**src/rtl/raster_pkg.sv**
```systemverilog
// Shared types and constants for the raster sequencer slice.
package raster_pkg;

    typedef enum logic [2:0] {
        IDLE,
        CLEAR,
        FETCH,
        SCAN,
        DONE
    } raster_state_t;

    typedef struct packed {
        logic [4:0] r;
        logic [5:0] g;
        logic [4:0] b;
    } rgb565_t;

    localparam logic [15:0] DEFAULT_BG_COLOR = 16'h0000;

endpackage

```
**src/rtl/pixel_scan_counter.sv**
```systemverilog
// Raster-order pixel counter: column, row and linear address y*W+x without a multiplier.
module pixel_scan_counter #(
    parameter int DISPLAY_WIDTH  = 100,
    parameter int DISPLAY_HEIGHT = 100,
    parameter int AW             = $clog2(DISPLAY_WIDTH * DISPLAY_HEIGHT)
) (
    input  logic          clk,
    input  logic          enable,
    input  logic          clear,
    output logic [15:0]   x,
    output logic [15:0]   y,
    output logic [AW-1:0] linear,
    output logic          last
);

    assign last = (x == 16'(DISPLAY_WIDTH - 1)) && (y == 16'(DISPLAY_HEIGHT - 1));

    always_ff @(posedge clk) begin
        if (clear) begin
            x      <= '0;
            y      <= '0;
            linear <= '0;
        end else if (enable) begin
            if (last) begin
                x      <= '0;
                y      <= '0;
                linear <= '0;
            end else if (x == 16'(DISPLAY_WIDTH - 1)) begin
                x      <= '0;
                y      <= y + 16'd1;
                linear <= linear + AW'(1);
            end else begin
                x      <= x + 16'd1;
                linear <= linear + AW'(1);
            end
        end
    end

endmodule

```
**src/rtl/raster_sequencer.sv**
```systemverilog
// Frame sequencer: clears the framebuffer, then scans every pixel once per triangle,
// writing the fill colour wherever the external point tester reports a hit.
module raster_sequencer
    import raster_pkg::*;
#(
    parameter int          DISPLAY_WIDTH  = 100,
    parameter int          DISPLAY_HEIGHT = 100,
    parameter int          MAX_TRIS       = 256,
    parameter logic [15:0] BG_COLOR       = DEFAULT_BG_COLOR
) (
    input  logic                                          clk,
    input  logic                                          rst,
    input  logic                                          frame_start,
    input  logic [$clog2(MAX_TRIS+1)-1:0]                 tri_count,
    input  logic [15:0]                                   fg_color,
    output logic [$clog2(MAX_TRIS)-1:0]                   vram_rd_addr,
    output logic [15:0]                                   scan_x,
    output logic [15:0]                                   scan_y,
    input  logic                                          tri_hit,
    output logic                                          fb_wr_en,
    output logic [$clog2(DISPLAY_WIDTH*DISPLAY_HEIGHT)-1:0] fb_wr_addr,
    output logic [15:0]                                   fb_wr_data,
    input  logic                                          fb_ready,
    output logic                                          busy,
    output logic                                          frame_done
);

    localparam int CW  = $clog2(MAX_TRIS + 1);
    localparam int VAW = $clog2(MAX_TRIS);
    localparam int AW  = $clog2(DISPLAY_WIDTH * DISPLAY_HEIGHT);

    raster_state_t state;
    logic [CW-1:0] tri_cnt_l;
    rgb565_t       color_l;
    logic [CW-1:0] next_idx;
    logic          pix_last;
    logic          scan_adv;
    logic          cnt_clear;

    pixel_scan_counter #(
        .DISPLAY_WIDTH (DISPLAY_WIDTH),
        .DISPLAY_HEIGHT(DISPLAY_HEIGHT),
        .AW            (AW)
    ) u_scan_counter (
        .clk   (clk),
        .enable(scan_adv),
        .clear (cnt_clear),
        .x     (scan_x),
        .y     (scan_y),
        .linear(fb_wr_addr),
        .last  (pix_last)
    );

    // Write enable follows the point tester in the same cycle, so it cannot be a
    // flop; it is gated by rst so nothing is written in the reset cycle.
    always_comb begin
        fb_wr_en = 1'b0;
        if (!rst) begin
            if (state == CLEAR)
                fb_wr_en = 1'b1;
            else if (state == SCAN)
                fb_wr_en = tri_hit;
        end
    end

    assign scan_adv  = ((state == CLEAR) && fb_ready) ||
                       ((state == SCAN) && (!fb_wr_en || fb_ready));
    assign cnt_clear = rst || (state == IDLE) || (state == FETCH);
    assign busy      = (state != IDLE);
    assign next_idx  = CW'(vram_rd_addr) + CW'(1);

    always_ff @(posedge clk) begin
        if (rst) begin
            state        <= IDLE;
            vram_rd_addr <= '0;
            tri_cnt_l    <= '0;
            color_l      <= '0;
            fb_wr_data   <= '0;
            frame_done   <= 1'b0;
        end else begin
            frame_done <= 1'b0;
            case (state)
                IDLE: begin
                    if (frame_start) begin
                        state        <= CLEAR;
                        tri_cnt_l    <= (tri_count > CW'(MAX_TRIS)) ? CW'(MAX_TRIS) : tri_count;
                        color_l      <= fg_color;
                        fb_wr_data   <= BG_COLOR;
                        vram_rd_addr <= '0;
                    end
                end
                CLEAR: begin
                    if (fb_ready && pix_last) begin
                        fb_wr_data   <= color_l;
                        vram_rd_addr <= '0;
                        if (tri_cnt_l != '0) begin
                            state <= FETCH;
                        end else begin
                            state      <= DONE;
                            frame_done <= 1'b1;
                        end
                    end
                end
                FETCH: state <= SCAN;
                SCAN: begin
                    if (scan_adv && pix_last) begin
                        if (next_idx < tri_cnt_l) begin
                            state        <= FETCH;
                            vram_rd_addr <= vram_rd_addr + VAW'(1);
                        end else begin
                            state      <= DONE;
                            frame_done <= 1'b1;
                        end
                    end
                end
                DONE: begin
                    state        <= IDLE;
                    vram_rd_addr <= '0;
                end
                default: state <= IDLE;
            endcase
        end
    end

endmodule

```
**config.mk**
```make
export PLATFORM = sky130hd
export DESIGN_NAME = raster_sequencer
export DESIGN_NICKNAME = d
export VERILOG_FILES = /design/src/rtl/raster_pkg.sv /design/src/rtl/pixel_scan_counter.sv /design/src/rtl/raster_sequencer.sv
export SDC_FILE = /design/constraint.sdc
export NUM_CORES = 1
export LEC_CHECK = 0
export ABC_AREA = 1
export BUFFER_PORTS_ARGS = -buffer_cell sky130_fd_sc_hd__buf_4
export CORE_AREA = 2 2 107 109
export CTS_CLUSTER_SIZE = 16
export DETAILED_ROUTE_END_ITERATION = 12
export DIE_AREA = 0 0 109 111
export GPL_ROUTABILITY_DRIVEN = 0
export PLACE_DENSITY_LB_ADDON = 0.3
export SYNTH_ARGS = -nofsm -noshare
export SYNTH_HDL_FRONTEND = slang
export SYNTH_HIERARCHICAL = 1
export SYNTH_SLANG_ARGS = --single-unit
```
**constraint.sdc**
```tcl
create_clock -name clk -period 4.4 [get_ports clk]
set_input_delay 0 -clock clk [delete_from_list [all_inputs] [get_ports clk]]
set_output_delay 0 -clock clk [all_outputs]
set_load 0.05 [all_outputs]
```
# ---- Word-level counts from Yosys, hierarchy flattened
# Cells that the tools add are included.
dict set report op_classes {
  add_sub_neg 5
  order_cmp 2
  n_eq_ne 10
  mux 28
  n_reduce_logical 21
}
# op count
set op_table {}
lappend op_table {{$mux 16} 6}
lappend op_table {{$add 16x1->16 const B} 2}
lappend op_table {{$eq 16x7->1 const B} 2}
lappend op_table {{$mux 8} 4}
lappend op_table {{$pmux 16 s2} 1}
lappend op_table {{$pmux 8 s4} 1}
lappend op_table {{$mux 3} 5}
lappend op_table {{$add 14x1->14 const B} 1}
lappend op_table {{$mux 14} 1}
lappend op_table {{$pmux 3 s4} 1}
lappend op_table {{$add 8x1->9 const B} 1}
lappend op_table {{$gt 9x9->1 const B} 1}
lappend op_table {{$lt 9x9->1} 1}
lappend op_table {{$mux 9} 1}
lappend op_table {{$reduce_bool 9->1} 1}
lappend op_table {{$add 8x1->8 const B} 1}
lappend op_table {{$mux 1} 7}
lappend op_table {{$eq 3x2->1 const B} 2}
lappend op_table {{$ne 2x1->1 const B} 3}
lappend op_table {{$reduce_and 3->1} 2}
lappend op_table {{$logic_and 1x1->1} 5}
lappend op_table {{$reduce_and 5->1} 1}
lappend op_table {{$logic_or 1x1->1} 4}
lappend op_table {{$reduce_and 2->1} 2}
lappend op_table {{other kinds (9)} 10}
dict set report word_totals {
  ff_bits 99
  input_bits 30
  output_inout_bits 73
}

# ---- Depth between registers and ports, before layout
# Gate-level depths: netlist of the first run.
dict set report depth {
  word_depth 11
  ltp_mapped 18
  ltp_nobuf 18
}

# ---- Cells and area by module
# Netlist of the first run, hierarchy kept.
# mod instances cells_per_inst area_each_um2 seq_area_each_um2
set modules_own_cells {}
lappend modules_own_cells {raster_sequencer 1 373 2692.6 1061.0}
lappend modules_own_cells {pixel_scan_counter 1 407 2621.3 920.9}

# ---- Least setup slack after synthesis of the first run
# Ideal clock, no wire load.
dict set report synth_path {
  path_type {register to register}
  startpoint {register vram_rd_addr[0]}
  endpoint {register vram_rd_addr[0]}
  setup_time_ns 0.115
  arrival_time_ns 2.573
  t_required_ns 4.285
  setup_slack_ns 1.713
  stages_incl_launch_ff 16
  path_buffers 0
  period_less_slack_ns 2.687
  path_cell_list {dfxtp_1 ha_1 nand2_1 nor2_1 nand4_1 nor2_1 ha_1 a21o_1 nor2_1 nand3_1 nand2_1 inv_1 nor2_1 nand2_1 nand2_1 nor2_1}
}
dict set report synth_between {
  elab_chain_cells 4
}
# item line_no
set synth_rtl {}
lappend synth_rtl {{from (decl)} raster_sequencer.sv:16} ;# output logic [$clog2(MAX_TRIS)-1:0] vram_rd_addr,
lappend synth_rtl {{from (signal assigned)} raster_sequencer.sv:109} ;# vram_rd_addr <= vram_rd_addr + VAW'(1);
lappend synth_rtl {{$add 8x1->9 or $add 8x1->8 (tied branches)} {raster_sequencer.sv:70, raster_sequencer.sv:109}}
lappend synth_rtl {{$lt 9x9->1 or $mux 8 (tied branches)} raster_sequencer.sv:107} ;# if (next_idx < tri_cnt_l) begin
lappend synth_rtl {{$ne 2x1->1 (no source line) or $mux 8 (tied branches)} --}
lappend synth_rtl {{$reduce_and 5->1 (no source line) or $pmux 8 s4 (tied branches)} --}
# Parallel ways exist; a longest one is shown, timed or not. The select of a mux whose other input is x is not followed.
# A chain may end at the register's enable or synchronous reset.

# ---- Final worst setup path of the first run
dict set report layout_path {
  startpoint {register vram_rd_addr[0]}
  endpoint {register vram_rd_addr[1]}
}
# Same word-level chain as after synthesis.

==> summary.txt, run 1 <==
Worst setup path
  – FF-to-FF setup slack: 1.78 ns
  – FF-to-FF path depth: 14
  – Worst-path fanout max: 9
  – Crit-path cells: ha_1, nand2_1, nor2_1, nand4_1, nor2_1, ha_1, a21o_1, nor2_1, nand3_1, nand2_1, nand4_4, nand2_1, nand2_1, nor2_1
  – CP bufs+invs: 0
  – Critical path endpoint: vram_rd_addr[1]$_SDFFE_PP0P_
  – Critical setup path kind: flop to flop
  – Top delay family on crit path: simple AND/OR/NAND/NOR gates
  – Worst R2R Start: vram_rd_addr[0]$_SDFFE_PP0P_
  – CP required: 4.68 ns
  – Crit end category: flop
  – Critical Path Source: vram_rd_addr[0]$_SDFFE_PP0P_
  – CP Launch Type: flop
  – CP Data Arrival Time: 2.90 ns
  – Max incr delay on CP: 0.41 ns
  – Critical R2R Capture: vram_rd_addr[1]$_SDFFE_PP0P_
  – Critical path depth: 14
  – CP max-delay cell: dfxtp_1

Route
  – DR vias: 5181
  – Via/cell ratio: 4.94
  – DRT Pass-1 Iters: 5
  – Post-DRT Antenna Nets: 0
  – Routed length per placed instance: 12.5 um
  – # DRC: 0
  – Final Routed Wirelength: 13100 um
  – Drt initial violations: 325

Logic synthesis
  – Mapped Nets: 822
  – Sequential area share after synthesis: 37.3%
  – Synth cell count leaders: nand2_1, inv_1, nor2_1
  – Yosys warning count: 6
  – #FFs+latches synth: 99
  – Synthesized cell area: 5310 um2
  – Ys flop type: dfxtp_1
  – Top cell type's share of synthesized area: 37.3%
  – Count leader, synth: nand2_1
  – Syn Inst Count: 780
  – Number of synthesized flops with an enable pin: 0
  – Cell taking the most area after synthesis: dfxtp_1
  – FFs w/ async S/R, synth: 0%
  – Top cells by area, synth: dfxtp_1, nand2_1, inv_1, nor2_1, nand3_1
  – Mean area per synthesized cell: 6.81 um2
  – Synth cell types: 41

Final layout
  – Fillers: 1006
  – Fin area: 6740 um2
  – Final nets: 943
  – Layout area overhead: 26.8%
  – Share of cells above drive strength 1: 19.3%
  – Antenna diodes: 0

STA
  – Measured slew at the worst slew-check pin: 0.828 ns
  – Fin. Hold Viols: 0
  – Slew margin rel.: 44.6%
  – RSZ-0062 raised after global routing: no
  – Final setup fails: 0
  – Setup_tns: 0 ns
  – Max-slew violations: 0
  – Minimum clock period: 2.62 ns
  – Final Cycle Share: 59.5%
  – Fmax: 382 MHz
  – Post-Route Skew: 0.00749 ns

Clocking
  – Worst-skew pair later-pin latency: 0.34 ns
  – CTS sink count: 99
  – CTS tree: built
  – CTS root buf: clkbuf_16
  – Clock buffer depth: 2
  – Num CTS Buffers: 9
  – CTS resizes: 0
  – H-tree depth: 3
  – Clock-pin slew on the worst setup and hold paths: 0.07 ns

Placed design
  – Port Buf Inserts: 102
  – Detailed Place HPWL: 9180 um
  – Placed Area: 6160 um2

Worst hold path
  – HP Start: rst
  – Min-delay worst type: input port to flop

Floorplan
  – Chip height: 111 um
  – Io pins: 103
  – FP Rows: 39
  – CORE AREA: 11100 um2
  – Die span in x: 109 um
  – Die area: 12100 um2
  – Initial core utilization: 48.0%

Global route
  – Global-route wire length before repair: 21600 um
  – Initial antenna violation count: 0
  – GRT overflow: 0
  – Largest net degree at the start of global routing: 37
  – GRT Overall Usage: 22.0%
  – Vias in the first global route: 4691

Power
  – Clock power share: 34.4%
  – Combinational power share: 26.0%
  – P_int: 0.00170 W
  – Max IR drop VDD: 0.238 mV
  – Power Density: 378 nW/um2
  – Lkg Pwr: 2.89 nW
  – Switch share: 33.3%
  – Seq pwr share: 39.5%
  – Net switching power figure: 0.000848 W

Run status
  – Status: completed

Run
  – Max-cap violations: 0
## cell families (layout without fill, tap and decap cells)
| kind of cell | after synthesis | after routing | synth area share (%) |
|---|---|---|---|
| and+or+nand+nor | 405 | 405 | 34.3 |
| buffers and inverters | 150 | 276 | 11.5 |
| DFF | 99 | 99 | 37.3 |
| AOI/OAI and AO/OA | 98 | 98 | 11.4 |
| xor gates and xnor gates | 15 | 15 | 2.47 |
| adders and majority gates | 12 | 12 | 2.83 |
| muxes | 1 | 1 | 0.188 |
## worst min path at each step
| stage | end | depth (start not counted) |
|---|---|---|
| after detailed placement | tri_cnt_l[0]$_SDFFE_PP0P_ | 3 |
| final | fb_wr_data[4]$_SDFFE_PP0P_ | 2 |
| after floorplan | tri_cnt_l[1]$_SDFFE_PP0P_ | 2 |
| after global placement | tri_cnt_l[3]$_SDFFE_PP0P_ | 3 |
| after CTS | fb_wr_data[11]$_SDFFE_PP0P_ | 2 |
| after global routing | fb_wr_data[13]$_SDFFE_PP0P_ | 2 |
## placed cells by master (no fill, tap or decap), types with 4 or more instances in the layout
cell type      synthesis  layout
inv_2                  7       7
nand4_1               28      28
o21ai_0               28      28
clkbuf_16              0       9
nand2_2                6       6
dfxtp_1               99      99
o22ai_1                6       6
xor2_1                12      12
inv_1                122     122
o22ai_2               10      10
nand3_1               44      44
a211oi_1               4       4
or2_2                  4       4
a21oi_1               40      40
nor3_1                11      11
nor2_4                 5       5
nand2_1              164     164
buf_4                  3     104
dlygate4sd3_1          0      25
nor2_2                15      15
ha_1                  12      12
nor2_1               120     120
## through the flow
stage               total power [W]  utilization (%)  hold slack [ns]  cells  worst slack, ns
finish                      0.00255             60.8           0.0360   1049             1.78
global route                0.00269             60.8           0.0402   1049             1.48
CTS                         0.00257             60.8           0.0318   1049             1.79
detailed placement          0.00167             55.6            0.265   1008             1.81
global placement            0.00167             55.6            0.258   1008             1.87
floorplan                   0.00153                -            0.143    780             1.71
## layer usage
layer	part of all wire [%]	vias up	track usage [%]
li1	-	2722	-
met1	47	2310	28.4
met2	47	127	36.3
met3	4.7	22	3.88
met4	2.0	0	8.12
met5	0	-	0
## timing repair
| item | in CTS | in global routing |
|---|---|---|
| setup buffers | 0 | 0 |
| hold endpoints to repair | 25 | 0 |
| hold buffers | 25 | 0 |
## area by class of cell
| class | count | area, um2 | area share, % |
|---|---|---|---|
| multi-input cells | 531 | 2720 | 40.3 |
| flip-flops and latches | 99 | 1980 | 29.4 |
| repair buffers | 129 | 1030 | 15.3 |
| inverters | 131 | 495 | 7.35 |
| clock buffers | 10 | 239 | 3.55 |
| well taps | 143 | 179 | 2.66 |
| clock inverters | 6 | 93.8 | 1.39 |
## power by group through the flow
stage / combinational, W / clock, W / sequential, W
finish: 0.000663 / 0.000878 / 0.00101
CTS: 0.000666 / 0.000898 / 0.00101
global placement: 0.000640 / 0 / 0.00103
detailed placement: 0.000645 / 0 / 0.00103
floorplan: 0.000417 / 0 / 0.00111
global route: 0.000738 / 0.000932 / 0.00102
## sequential cells by signal, indices dropped and copies added, names as in the netlist
register,cells
u_scan_counter/y,16
tri_cnt_l,9
u_scan_counter/linear,14
color_l,16
fb_wr_data,16
frame_done,1
u_scan_counter/x,16
state,3
vram_rd_addr,8
(Power assumes the default switching activity.)
==> inputs of run 2 (changes only) <==
ABC_AREA = 0   (was 1)
CORE_AREA = 2 2 100 102   (was 2 2 107 109)
DIE_AREA = 0 0 102 104   (was 0 0 109 111)
clock period = 2.55 ns   (was 4.4 ns; I/O delays follow)
==> run 2 against run 1 <==
Effect of this change:
- clock skew is 0.0025 ns higher
- clock-buffer cell count increased by 3
- register-to-register slack got worse by 1.7 ns
- sequential share of layout area increased by 3.0 points
- flip-flop and latch count unchanged
- critical path depth decreased by 2
- highest routed layer unchanged
- hold slack better by 0.14 ns
- maximum frequency grew 7.8%
- setup slack worse by 1.7 ns
==> summary.txt, run 2 <==
Logic synthesis
  – Syn Inst Count: 547 (was 780)
  – FFs w/ async S/R, synth: 0% (unchanged)
  – #FFs+latches synth: 99 (unchanged)
  – Synth cell count leaders: dfxtp_1, nand2_1, nor2_1 (was nand2_1, inv_1, nor2_1)
  – Top cells by area, synth: dfxtp_1, a21oi_1, nand2_1, nor2_1, xnor2_1 (was dfxtp_1, nand2_1, inv_1, nor2_1, nand3_1)
  – Yosys warning count: 6 (unchanged)
  – Sequential area share after synthesis: 43.0% (was 37.3%)
  – Count leader, synth: dfxtp_1 (was nand2_1)
  – Cell taking the most area after synthesis: dfxtp_1 (unchanged)
  – Mapped Nets: 589 (was 822)
  – Synth cell types: 46 (was 41)
  – Ys flop type: dfxtp_1 (unchanged)
  – Number of synthesized flops with an enable pin: 0 (unchanged)
  – Synthesized cell area: 4610 um2 (was 5310 um2)
  – Mean area per synthesized cell: 8.43 um2 (was 6.81 um2)
  – Top cell type's share of synthesized area: 43.0% (was 37.3%)

STA
  – Slew margin rel.: 42.7% (was 44.6%)
  – Final Cycle Share: 95.2% (was 59.5%)
  – Final setup fails: 0 (unchanged)
  – Max-slew violations: 0 (unchanged)
  – Fin. Hold Viols: 0 (unchanged)
  – Minimum clock period: 2.43 ns (was 2.62 ns)
  – Measured slew at the worst slew-check pin: 0.857 ns (was 0.828 ns)
  – Fmax: 412 MHz (was 382 MHz)
  – Post-Route Skew: 0.0100 ns (was 0.00749 ns)

Worst setup path
  – CP required: 2.85 ns (was 4.68 ns)
  – Worst-path fanout max: 4 (was 9)
  – Critical setup path kind: flop to flop (unchanged)
  – Crit end category: flop (unchanged)
  – CP Launch Type: flop (unchanged)
  – CP Data Arrival Time: 2.73 ns (was 2.90 ns)

Clocking
  – CTS root buf: clkbuf_8 (was clkbuf_16)
  – CTS tree: built (unchanged)
  – Clock-pin slew on the worst setup and hold paths: 0.09 ns (was 0.07 ns)
  – Num CTS Buffers: 9 (unchanged)
  – Clock buffer depth: 2 (unchanged)
  – CTS sink count: 99 (unchanged)
  – Worst-skew pair later-pin latency: 0.36 ns (was 0.34 ns)
  – H-tree depth: 3 (unchanged)

Final layout
  – Share of cells above drive strength 1: 26.2% (was 19.3%)
  – Most common cell after layout, fill and taps aside: buf_4 (was nand2_1)
  – Most frequent cells in the layout: buf_4, dfxtp_1, nand2_1, nor2_1, a21oi_1 (was nand2_1, inv_1, nor2_1, buf_4, dfxtp_1)
  – Fin area: 6210 um2 (was 6740 um2)
  – Layout area overhead: 34.6% (was 26.8%)
  – Antenna diodes: 0 (unchanged)
  – Final nets: 732 (was 943)

Run
  – Max-cap violations: 0 (unchanged)

Run status
  – Status: completed (unchanged)

Route
  – DR vias: 4454 (was 5181)
  – # DRC: 0 (unchanged)
  – Via/cell ratio: 5.38 (was 4.94)
  – Final Routed Wirelength: 11800 um (was 13100 um)
  – Post-DRT Antenna Nets: 0 (unchanged)
  – Routed length per placed instance: 14.2 um (was 12.5 um)
  – DRT Pass-1 Iters: 4 (was 5)
  – Drt initial violations: 233 (was 325)

Global route
  – Initial antenna violation count: 0 (unchanged)
  – Global-route wire length before repair: 19600 um (was 21600 um)
  – Layer with the highest usage: met2 (unchanged)
  – Met1 Use GR: 29.6% (was 28.4%)
  – Largest net degree at the start of global routing: 50 (was 37)
  – Vias in the first global route: 4207 (was 4691)
  – GRT Overall Usage: 22.3% (was 22.0%)
  – M3 GR Usage: 3.90% (was 3.88%)
  – Met2 Resource Use GR: 35.6% (was 36.3%)
  – GRT overflow: 0 (unchanged)

Power
  – Max IR drop VDD: 0.374 mV (was 0.238 mV)
  – Lkg Pwr: 2.33 nW (was 2.89 nW)
  – Tot Pwr: 0.00317 W (was 0.00255 W)
  – Power Density: 510 nW/um2 (was 378 nW/um2)

Floorplan
  – Chip height: 104 um (was 111 um)
  – Die area: 10600 um2 (was 12100 um2)
  – CORE AREA: 9550 um2 (was 11100 um2)
  – Initial core utilization: 48.3% (was 48.0%)
  – Die span in x: 102 um (was 109 um)
  – FP Rows: 36 (was 39)
  – Io pins: 103 (unchanged)

Placed design
  – Port Buf Inserts: 102 (unchanged)
  – Detailed Place HPWL: 8070 um (was 9180 um)
  – Placed Area: 5620 um2 (was 6160 um2)

Worst hold path
  – Min-delay worst type: input port to flop (unchanged)
[run 2: what timing repair did]
| item | CTS | global route |
|---|---|---|
| resized for setup | 2 | 14 |
| setup endpoints to repair | 7 | 11 |
| endpoints found under the hold margin | 26 | 0 |
| setup buffers | 0 | 7 |
| pin swaps | 1 | 5 |
| hold buffers | 28 | 0 |
[run 2: where the power goes]
part           internal [W]  total (W)  switching, W
clock network      0.000416   0.000940      0.000523
logic              0.000237   0.000606      0.000369
registers           0.00159    0.00162     0.0000310
total               0.00224    0.00317      0.000923
[run 2: area by class of cell]
type	count	area, um2
sequential	99	2010
clock buffer	13	160
multi-input combinational	395	2470
inverter	26	97.6
tap	133	166
clock inverter	3	21.3
timing repair buffer	159	1280
fill	803	3340
[run 2: metrics by stage]
| step | TNS (ns) | setup slack, ns | util (%) | hold WS (ns) | instances |
|---|---|---|---|---|---|
| global route | -0.0153 | -0.0123 | 65.0 | 0.205 | 828 |
| detailed placement | -0.167 | -0.0375 | 58.8 | 0.258 | 777 |
| floorplan | 0 | 0.000567 | - | 0.136 | 547 |
| CTS | 0 | 0.00121 | 63.7 | 0.163 | 821 |
| finish | 0 | 0.123 | 65.0 | 0.180 | 828 |
| global placement | 0 | 0.0758 | 58.8 | 0.248 | 777 |
[run 2: kinds of logic after synthesis]
group / count (synthesis) / synth area share, %
AOI/OAI and AO/OA: 106 / 14.7
xor gates and xnor gates: 32 / 6.08
adders and majority gates: 12 / 3.26
buffers and inverters: 53 / 5.15
DFF: 99 / 43.0
muxes: 3 / 0.651
and+or+nand+nor: 242 / 27.2
[run 2: critical path, stage by stage (launching register included)]
cell and delay [ns]:
dfxtp_4 0.38, ha_4 0.14, nand3_2 0.11, nor2_2 0.15
nor2_1 0.07, or2_4 0.27, ha_4 0.27, nand4_1 0.13
a211oi_2 0.20, a22oi_2 0.09, buf_4 0.16, a21oi_2 0.22
a22o_1 0.18
[run 2: layer usage]
| metal | wire length, um | share of wire [%] |
|---|---|---|
| met1 | 5160 | 44 |
| met2 | 5660 | 48 |
| met5 | 0 | 0 |
| met3 | 623 | 5.3 |
| met4 | 313 | 2.7 |
[run 2: worst paths after layout]
| check | startpoint | end | slack [ns] | depth (start not counted) |
|---|---|---|---|---|
| worst min register to register | color_l[0]$_SDFFE_PP0P_ | color_l[0]$_SDFFE_PP0P_ | 0.46 | 2 |
| worst max-delay path | vram_rd_addr[0]$_SDFFE_PP0P_ | vram_rd_addr[4]$_SDFFE_PP0P_ | 0.12 | 12 |
| worst min-delay path | fb_ready | state[1]$_SDFFE_PP0P_ | 0.18 | 6 |
| worst max register to register | vram_rd_addr[0]$_SDFFE_PP0P_ | vram_rd_addr[4]$_SDFFE_PP0P_ | 0.12 | 12 |
